**src/rtl/uart_rx_pkg.sv**
```systemverilog
// Shared types and helpers for the UART receive path (uart_receiver and uart_rx_fifo).
package uart_rx_pkg;

  typedef enum logic [2:0] {
    RX_IDLE  = 3'd0,
    RX_START = 3'd1,
    RX_DATA  = 3'd2,
    RX_STOP  = 3'd3,
    RX_BREAK = 3'd4
  } rx_state_t;

  localparam int MIN_CLKS_PER_BIT = 8;

  function automatic int calc_clks_per_bit(input int clk_freq_hz, input int baud_rate);
    return clk_freq_hz / baud_rate;
  endfunction

endpackage

```
**src/rtl/uart_rx_fifo.sv**
```systemverilog
// Circular first-word fall-through byte FIFO for the UART receiver (used with UART_RX_FIFO_EN).
module uart_rx_fifo #(
  parameter int DEPTH = 8
) (
  input  logic       clk,
  input  logic       resetn,
  input  logic       push,
  input  logic       pop,
  input  logic [7:0] wr_data,
  output logic [7:0] rd_data,
  output logic       full,
  output logic       empty
);

  localparam int AW = $clog2(DEPTH);

  logic [AW:0] wr_ptr;
  logic [AW:0] rd_ptr;
  logic [7:0]  mem [DEPTH];
  logic        do_push;
  logic        do_pop;

  // Pointer MSB toggles on each wrap, so equal indices with differing MSBs means full.
  assign empty   = (wr_ptr == rd_ptr);
  assign full    = (wr_ptr[AW] != rd_ptr[AW]) && (wr_ptr[AW-1:0] == rd_ptr[AW-1:0]);
  assign do_pop  = pop && !empty;
  assign do_push = push && (!full || do_pop);
  assign rd_data = empty ? 8'h00 : mem[rd_ptr[AW-1:0]];

  always_ff @(posedge clk or negedge resetn) begin
    if (!resetn) begin
      wr_ptr <= '0;
      rd_ptr <= '0;
    end else begin
      if (do_push) wr_ptr <= wr_ptr + (AW+1)'(1);
      if (do_pop)  rd_ptr <= rd_ptr + (AW+1)'(1);
    end
  end

  always_ff @(posedge clk) begin
    if (do_push) mem[wr_ptr[AW-1:0]] <= wr_data;
  end

endmodule

```
**src/rtl/uart_receiver.sv**
```systemverilog
// 8N1 UART receiver with sticky error flags. Define UART_RX_FIFO_EN for a FIFO_DEPTH-entry
// buffer; otherwise a single holding register buffers one byte.
module uart_receiver
  import uart_rx_pkg::*;
#(
  parameter int CLK_FREQ_HZ = 12000000,
  parameter int BAUD_RATE   = 9600,
  parameter int FIFO_DEPTH  = 8
) (
  input  logic       clk,
  input  logic       resetn,
  input  logic       rxd,
  input  logic       rd_en,
  input  logic       clr_err,
  output logic [7:0] rd_data,
  output logic       rx_valid,
  output logic       frame_err,
  output logic       overrun,
  output logic       rx_busy
);

  localparam int CLKS_PER_BIT = calc_clks_per_bit(CLK_FREQ_HZ, BAUD_RATE);
  localparam int CNT_W        = $clog2(CLKS_PER_BIT);
  localparam logic [CNT_W-1:0] BIT_END  = CNT_W'(CLKS_PER_BIT - 1);
  localparam logic [CNT_W-1:0] HALF_END = CNT_W'(CLKS_PER_BIT / 2 - 1);

  if (CLKS_PER_BIT < MIN_CLKS_PER_BIT) begin : g_bad_baud
    $error("uart_receiver: CLKS_PER_BIT below minimum");
  end

  logic [1:0]       sync_q;
  logic             rxs;
  rx_state_t        state_q, state_d;
  logic [CNT_W-1:0] cnt_q, cnt_d;
  logic [2:0]       bit_q, bit_d;
  logic [7:0]       shift_q, shift_d;
  logic             push;
  logic             ferr_set;
  logic             full;
  logic             ovr_set;

  always_ff @(posedge clk or negedge resetn) begin
    if (!resetn) sync_q <= 2'b11;
    else         sync_q <= {sync_q[0], rxd};
  end
  assign rxs = sync_q[1];

  always_ff @(posedge clk or negedge resetn) begin
    if (!resetn) begin
      state_q <= RX_IDLE;
      cnt_q   <= '0;
      bit_q   <= '0;
      shift_q <= '0;
    end else begin
      state_q <= state_d;
      cnt_q   <= cnt_d;
      bit_q   <= bit_d;
      shift_q <= shift_d;
    end
  end

  always_comb begin
    state_d  = state_q;
    cnt_d    = cnt_q + CNT_W'(1);
    bit_d    = bit_q;
    shift_d  = shift_q;
    push     = 1'b0;
    ferr_set = 1'b0;
    unique case (state_q)
      RX_IDLE: begin
        cnt_d = '0;
        if (!rxs) state_d = RX_START;
      end
      RX_START: begin
        bit_d = '0;
        if (cnt_q == HALF_END) begin
          cnt_d   = '0;
          state_d = rxs ? RX_IDLE : RX_DATA;
        end
      end
      RX_DATA: begin
        if (cnt_q == BIT_END) begin
          cnt_d   = '0;
          shift_d = {rxs, shift_q[7:1]};
          bit_d   = bit_q + 3'd1;
          if (bit_q == 3'd7) state_d = RX_STOP;
        end
      end
      RX_STOP: begin
        // Leave at the stop-bit centre so the next start edge is not missed.
        if (cnt_q == BIT_END) begin
          cnt_d = '0;
          if (rxs) begin
            push    = 1'b1;
            state_d = RX_IDLE;
          end else begin
            ferr_set = 1'b1;
            state_d  = RX_BREAK;
          end
        end
      end
      RX_BREAK: begin
        cnt_d = '0;
        if (rxs) state_d = RX_IDLE;
      end
      default: begin
        cnt_d   = '0;
        state_d = RX_IDLE;
      end
    endcase
  end

  assign rx_busy = (state_q != RX_IDLE);

`ifdef UART_RX_FIFO_EN
  logic empty;

  if (FIFO_DEPTH < 2 || (FIFO_DEPTH & (FIFO_DEPTH - 1)) != 0) begin : g_bad_depth
    $error("uart_receiver: FIFO_DEPTH must be a power of two >= 2");
  end

  uart_rx_fifo #(.DEPTH(FIFO_DEPTH)) u_fifo (
    .clk     (clk),
    .resetn  (resetn),
    .push    (push),
    .pop     (rd_en),
    .wr_data (shift_q),
    .rd_data (rd_data),
    .full    (full),
    .empty   (empty)
  );
  assign rx_valid = !empty;
`else
  logic [7:0] hold_q;
  logic       hold_v;
  logic       hold_pop;
  logic       hold_acc;
  logic       unused_fifo_depth;

  assign unused_fifo_depth = ^FIFO_DEPTH;
  assign hold_pop = rd_en && hold_v;
  assign hold_acc = push && (!hold_v || hold_pop);

  always_ff @(posedge clk or negedge resetn) begin
    if (!resetn) begin
      hold_q <= '0;
      hold_v <= 1'b0;
    end else if (hold_acc) begin
      hold_q <= shift_q;
      hold_v <= 1'b1;
    end else if (hold_pop) begin
      hold_q <= '0;
      hold_v <= 1'b0;
    end
  end

  assign full     = hold_v;
  assign rd_data  = hold_q;
  assign rx_valid = hold_v;
`endif

  // A pop in the same cycle frees a slot, so only an unserviced full buffer drops a byte.
  assign ovr_set = push && full && !rd_en;

  always_ff @(posedge clk or negedge resetn) begin
    if (!resetn) begin
      frame_err <= 1'b0;
      overrun   <= 1'b0;
    end else begin
      if (ferr_set)     frame_err <= 1'b1;
      else if (clr_err) frame_err <= 1'b0;
      if (ovr_set)      overrun   <= 1'b1;
      else if (clr_err) overrun   <= 1'b0;
    end
  end

endmodule

```
**config.mk**
```make
export PLATFORM = sky130hd
export DESIGN_NAME = uart_receiver
export DESIGN_NICKNAME = d
export VERILOG_FILES = /design/src/rtl/uart_rx_pkg.sv /design/src/rtl/uart_rx_fifo.sv /design/src/rtl/uart_receiver.sv
export SDC_FILE = /design/constraint.sdc
export NUM_CORES = 1
export LEC_CHECK = 0
export ABC_AREA = 1
export CAP_MARGIN = 20
export CORE_ASPECT_RATIO = 0.7
export CORE_UTILIZATION = 30
export DETAILED_ROUTE_END_ITERATION = 16
export SLEW_MARGIN = 20
export SYNTH_ARGS = -nofsm -noshare
export SYNTH_HDL_FRONTEND = slang
export SYNTH_SLANG_ARGS = --single-unit
export TNS_END_PERCENT = 1
```
**constraint.sdc**
```tcl
create_clock -name clk -period 1.5 [get_ports clk]
set_input_delay 0.375 -clock clk [delete_from_list [all_inputs] [get_ports clk]]
set_output_delay 0.375 -clock clk [all_outputs]
set_load 0.02 [all_outputs]
```
==> parameters.txt, run 1 <==
Parameter                              Value

Status
  Status    finished with violations
  Violations in the final reports    setup timing

Clock tree
  Maximum number of buffers from clock root to sink    2
  Clock tree from TritonCTS    built
  Root Buffer    clkbuf_8
  Insertion delay of the later-clocked pin in the worst-skew pair    0.29 ns
  CTS Buf Count    5
  Post-CTS repair timing setup buffer count    0
  Register clock-pin slew on the reported worst setup and hold paths    0.08 ns
  Num Clock Sinks    38
  H-tree levels    2

GRT
  GRT Resource Usage Total    0.120
  Number of antenna violations at the first check in global routing    0
  Vias in the first global route    1203
  Global-route wire length before repair    5.68 mm
  Global route overflow    0
  Pin count of the biggest net entering global routing    39

Floorplan
  I/O pin cnt    17
  Chip height    66.9 um
  Effective utilization at floorplan    0.313
  Total number of placement rows    23
  Die outline width    94.7 um
  Floorplan die area    6330 sq um
  Core area    5760 sq um

Timing
  Final max-slew violation count    0
  Number of hold-slack violations in the final timing report    0
  Max Clk Rate    655 MHz
  Final setup slack of the worst path    -0.0275 ns
  Worst rel slew slack    0.717
  Final setup fails    2
  Final TNS setup    -0.0511 ns
  Minimum clock period    1.53 ns
  Setup repair after global routing missed its margin    yes
  Maximum clock skew at final layout    0.00571 ns
  Post-route clock period utilization    1.02
  Transition time at the pin with the least slew margin    0.421 ns

Synthesis
  Dominant combinational cell family by area after synthesis    simple AND/OR/NAND/NOR gates
  Average instance area after synthesis    8.80 sq um
  Post-Synth Adder-Cell Area    0.0347
  Xor-xnor portion of the synthesized cell area    0.0388
  Net count after synthesis    215
  Sequential share of the synthesized area    0.528
  Synth Register Bits    38
  Synth warn    0
  Synthesized-area fraction occupied by ao, oa, aoi and oai cells    0.0368
  Netlist Area Pre-Place    1800 sq um
  Mapped Cells    205
  Post-synth cell types    27
  Synth Area in Simple Gates    0.293
  Mux contribution to synthesized area    0.0125

Drt
  Detail Route Antenna Nets    0
  Violation count after the first detailed-route iteration    50
  Total wirelength of the detailed-routed design    3.37 mm
  First drt pass iteration count    4
  Total number of vias    1350
  Detail-routed net length per standard cell    10.6 um
  DRC errors left    0
  Post-detailed-route via-to-cell ratio    4.25

Worst setup path
  Crit Path Max Fanout    3
  Arrival time reported for the critical path endpoint    1.75 ns
  Delay of the slowest cell on the worst path    0.40 ns
  CP Cell Sequence    buf_4 > nor3_1 > inv_1 > o21ai_0 > nand4_1 > nand2_1
  Critical path's slowest cell    dfrtp_1
  Capturing element type of the critical path    flop
  Crit path required time    1.72 ns
  Kind of critical path    flop to flop
  Worst setup SP type    flop

Hold path
  Kind of path behind the tightest hold check    primary input to async pin

Power
  Leak Pwr    1.24 nW
  Areal power density over the cells    788 nW/um^2
  Pwr Total    0.00180 W
  Worst IR Drop VDD    0.540 mV

Finish
  Filler Cells Inserted    598
  Layout Area Growth over Synthesis    26.9%
  Most common cell after layout, fill and taps aside    nand2_1
  Area taken by flip-flops and latches    953 sq um
  Final non-filler cell area    2290 sq um
  Layout cells sized above 1    0.193
  Final net count    252
  Number of antenna repair diodes    0
  Commonest cells after routing, fill and taps aside    nand2_1, dfrtp_1, inv_1, nor2_1, buf_4
  Final Instance Count excl. Fillers    318
  Multi-input logic area    781 sq um

Placement
  Number of I/O port buffers    16
  Detail Placement HPWL    2.48 mm
  Gp weighted congestion    0.774
  Cells after DPL    310
  Placement-stage cell area    2180 sq um

Run
  Max-cap violations    0
cells in the mapped netlist:
cell	n	share of area
a21oi_1	2	0.0055
and2_1	1	0.0035
buf_6	1	0.0062
dfrtp_1	36	0.50
dfstp_2	2	0.029
ha_1	5	0.035
inv_1	22	0.046
inv_2	2	0.0042
mux2i_4	1	0.012
nand2_1	71	0.15
nand2_2	3	0.010
nand2_4	1	0.0062
nand3_1	10	0.028
nand3b_1	1	0.0042
nand4_1	3	0.010
nand4_2	1	0.0069
nor2_1	22	0.046
nor2_2	1	0.0035
nor2_4	2	0.012
nor2_8	1	0.011
nor3_1	1	0.0028
o21ai_0	3	0.0083
o21ai_2	3	0.015
o22ai_1	1	0.0035
o41ai_1	1	0.0049
xnor2_1	3	0.015
xor2_1	5	0.024
what timing repair did:
action / 4_1_cts / 5_1_grt
hold buffers: 0 / 0
gates resized for setup: 16 / 8
endpoints found under the setup margin: 25 / 34
pin swaps: 0 / 5
routing by layer:
metal  part of all wire  routed length, um  GRT usage  up-vias
li1                   -                  -          -      713
met5                  0                  0          0        -
met1               0.58               1970      0.189      606
met3              0.050                168     0.0308        5
met2               0.35               1190      0.152       26
met4              0.013                 44     0.0398        0
registers in the layout (all words and copies together), names as in the netlist:
signal and flops:
cnt_q 11, rd_data 8, shift_q 8, bit_q 3
state_q 3, sync_q 2, frame_err 1, overrun 1
rx_valid 1
path summary, 6_finish.rpt:
path / startpoint / to / slack (ns) / cells after the start
min in group clk: sync_q[0]$_DFF_PN1_ / sync_q[1]$_DFF_PN1_ / 0.36 / 0
min reg2reg: sync_q[0]$_DFF_PN1_ / sync_q[1]$_DFF_PN1_ / 0.36 / 0
max reg2reg: state_q[2]$_DFFE_PN0P_ / state_q[1]$_DFFE_PN0P_ / -0.03 / 6
min: resetn / cnt_q[3]$_DFF_PN0_ / 0.04 / 2
max: state_q[2]$_DFFE_PN0P_ / state_q[1]$_DFFE_PN0P_ / -0.03 / 6
max in group asynchronous: resetn / sync_q[1]$_DFF_PN1_ / 1.21 / 2
through the flow:
step / setup slack, ns / hold WS, ns / utilization
CTS: -0.0366 / 0.0433 / 0.394
detailed placement: -0.0276 / 0.348 / 0.379
finish: -0.0275 / 0.0405 / 0.398
global placement: 0.00256 / 0.346 / 0.379
floorplan: 0.0433 / 0.0794 / -
global route: -0.152 / 0.0527 / 0.398
cells by family (layout without fill, tap and decap cells):
logic type	after synthesis	count (layout)
xor gates and xnor gates	8	8
muxes	1	1
buffers and inverters	25	63
and+or+nand+nor	118	118
adders and majority gates	5	5
AOI/OAI and AO/OA	10	10
DFF	38	38
worst max-delay path: cells and delay by family, from the launching register on:
family	cells	cell delay [ns]
simple gates	3	0.59
compound gates	1	0.18
buf+inv	2	0.30
flops	1	0.40
power by group:
group / internal, W / switching [W] / leakage [nW] / total (W)
sequential: 0.00103 / 0.00000246 / 0.509 / 0.00103
combinational: 0.0000137 / 0.0000235 / 0.684 / 0.0000372
clock: 0.000370 / 0.000366 / 0.0472 / 0.000735
layout make-up:
class / instances / share of cell area
flip-flops and latches: 38 / 0.416
multi-input cells: 142 / 0.341
repair buffers: 31 / 0.120
well taps: 75 / 0.0410
inverters: 24 / 0.0404
clock buffers: 6 / 0.0361
clock inverters: 2 / 0.00546
Note: power is estimated with default switching activity, not from simulation.
==> inputs of run 2 (changes only) <==
--- a/config.mk
+++ b/config.mk
@@ -10,6 +10,8 @@
 export CORE_ASPECT_RATIO = 0.7
 export CORE_UTILIZATION = 30
 export DETAILED_ROUTE_END_ITERATION = 16
+export PLACE_DENSITY_LB_ADDON = 0.25
+export SKIP_CTS_REPAIR_TIMING = 1
 export SLEW_MARGIN = 20
 export SYNTH_ARGS = -nofsm -noshare
 export SYNTH_HDL_FRONTEND = slang
==> parameters.txt, run 2 (same netlist as run 1, synthesis figures left out) <==
Parameter                              Value

Clock tree
  H-tree levels    2 (unchanged)
  CTS Buf Count    5 (unchanged)
  Register clock-pin slew on the reported worst setup and hold paths    0.08 ns (about the same)
  Maximum number of buffers from clock root to sink    2 (unchanged)
  Root Buffer    clkbuf_8
  Num Clock Sinks    38 (unchanged)
  Clock tree from TritonCTS    built
  Insertion delay of the later-clocked pin in the worst-skew pair    0.29 ns (about the same)

Placement
  Placement-stage cell area    2190 sq um (+0.34%)
  Number of I/O port buffers    16 (unchanged)
  Detail Placement HPWL    2.42 mm (-2.4%)
  Cells after DPL    311 (+0.32%)
  Gp weighted congestion    0.743 (-4.0%)

GRT
  Number of antenna violations at the first check in global routing    0 (unchanged)
  GR Layer Usage met1    0.173 (-0.0159)
  Met3 global-route usage    0.0320 (+0.00114)
  Vias in the first global route    1251 (+4.0%)
  Busiest metal layer after global routing    met1
  Met2 routing resource usage after global routing    0.165 (+0.0135)
  Global-route wire length before repair    5.66 mm (-0.35%)
  Global route overflow    0 (unchanged)
  Pin count of the biggest net entering global routing    39 (unchanged)
  GRT Resource Usage Total    0.118 (-0.00232)

Finish
  Commonest cells after routing, fill and taps aside    nand2_1, dfrtp_1, inv_1, nor2_1, buf_4
  Share of the core filled with cells in the final layout    0.420 (+0.0217)
  Most common cell after layout, fill and taps aside    nand2_1
  Final Instance Count excl. Fillers    320 (+0.63%)
  Number of flip-flops under the largest register name    11 (unchanged)
  Layout Area Growth over Synthesis    33.8%
  Largest Register    cnt_q
  Layout cells sized above 1    0.212 (+0.0188)
  Final non-filler cell area    2410 sq um (+5.5%)
  Filler Cells Inserted    597 (-0.17%)
  Number of antenna repair diodes    0 (unchanged)
  Final net count    254 (+0.79%)

Worst setup path
  Worst setup SP type    flop
  Depth of the worst register-to-register path    12 (+6)
  Arrival time reported for the critical path endpoint    1.79 ns (+0.04 ns)
  Reg2reg end    state_q[1]$_DFFE_PN0P_
  Worst R2R Start    cnt_q[1]$_DFF_PN0_
  Crit Path Max Fanout    3 (unchanged)
  Setup slack of the most critical reg-to-reg path    -0.07 ns (-0.04 ns)
  Capturing element type of the critical path    flop
  Kind of critical path    flop to flop
  Crit path required time    1.72 ns (about the same)

Timing
  Worst rel slew slack    0.770 (+0.0528)
  Number of hold-slack violations in the final timing report    0 (unchanged)
  Final TNS setup    -0.629 ns (-0.578 ns)
  Transition time at the pin with the least slew margin    0.342 ns (-0.0787 ns)
  Minimum clock period    1.57 ns (+0.0415 ns)
  Max Clk Rate    637 MHz (-2.6%)
  Final setup slack of the worst path    -0.0691 ns (-0.0415 ns)
  Maximum clock skew at final layout    0.00637 ns (+0.000656 ns)
  Post-route clock period utilization    1.05 (+0.0277)
  Final setup fails    24 (+22)
  Final max-slew violation count    0 (unchanged)
  Setup repair after global routing missed its margin    yes

Power
  Worst IR Drop VDD    0.440 mV (-19%)
  Leak Pwr    1.43 nW (+15%)
  Areal power density over the cells    872 nW/um^2 (+11%)
  Pwr Total    0.00211 W (+17%)

Drt
  Violation count after the first detailed-route iteration    84 (+68%)
  Total wirelength of the detailed-routed design    3.46 mm (+2.5%)
  Total number of vias    1373 (+1.7%)
  Post-detailed-route via-to-cell ratio    4.29 (+1.1%)
  First drt pass iteration count    4 (unchanged)
  DRC errors left    0 (unchanged)
  Detail Route Antenna Nets    0 (unchanged)
  Detail-routed net length per standard cell    10.8 um (+1.8%)

Floorplan
  Die outline width    94.7 um (unchanged)
  Chip height    66.9 um (unchanged)
  Effective utilization at floorplan    0.313 (unchanged)
  Core area    5760 sq um (unchanged)
  Total number of placement rows    23 (unchanged)
  Floorplan die area    6330 sq um (unchanged)
  I/O pin cnt    17 (unchanged)

Status
  Violations in the final reports    setup timing
  Status    finished with violations

Run
  Max-cap violations    0 (unchanged)

Hold path
  Kind of path behind the tightest hold check    primary input to async pin
run 2: cell count changes in the layout (fill, tap and decap cells not counted), sizes merged:
cell          delta
buf              +1
bufinv           +2
clkbuf           -1
clkinvlp         -1
dlygate4sd2     -11
dlymetal6s2s    +12
run 2: cell type report:
type	instances	area (sq um)	share of cell area
sequential	38	953	0.395
multi-input combinational	142	793	0.328
timing repair buffer	33	342	0.141
inverter	24	95.1	0.0394
tap	75	93.8	0.0389
clock buffer	5	68.8	0.0285
clock inverter	3	68.8	0.0285
run 2: worst max path at each step:
stage	from	to	slack, ns	depth (start not counted)
final	cnt_q[1]$_DFF_PN0_	state_q[1]$_DFFE_PN0P_	-0.07	12
after global routing	cnt_q[1]$_DFF_PN0_	state_q[1]$_DFFE_PN0P_	-0.19	12
after CTS	state_q[2]$_DFFE_PN0P_	rx_busy	-0.30	3
after detailed placement	cnt_q[1]$_DFF_PN0_	bit_q[2]$_DFFE_PN0P_	-0.03	13
after global placement	rd_en	rd_data[4]$_DFFE_PN0P_	-0.03	6
after floorplan	cnt_q[1]$_DFF_PN0_	shift_q[7]$_DFFE_PN0P_	0.04	12
run 2: per-layer routing:
metal / share of wire / vias up
met5: 0 / -
met3: 0.038 / 5
met1: 0.57 / 632
met4: 0.011 / 0
met2: 0.38 / 19
li1: - / 717
run 2: worst max-delay path, stage by stage (launching register included):
cell and delay [ns]:
dfrtp_1 0.39, inv_2 0.06, ha_2 0.15, nand2_1 0.05, inv_1 0.07, nand2_2 0.06
nor2_4 0.18, buf_6 0.12, nand3_2 0.06, nand2_2 0.10, buf_4 0.11, nand4_1 0.08
nand2_1 0.08
run 2: where the power goes:
group / switching [W] / leakage, nW / internal, W / total (W)
logic: 0.0000239 / 0.850 / 0.0000137 / 0.0000377
registers: 0.00000301 / 0.509 / 0.00103 / 0.00103
clock network: 0.000371 / 0.0683 / 0.000666 / 0.00104
run 2: through the flow:
stage | worst slack, ns | hold slack, ns
3_3_place_gp | -0.0300 | 0.346
5_1_grt | -0.194 | 0.0437
4_1_cts | -0.299 | 0.0391
6_report | -0.0691 | 0.0346
2_1_floorplan | 0.0433 | 0.0794
3_5_place_dp | -0.0274 | 0.347
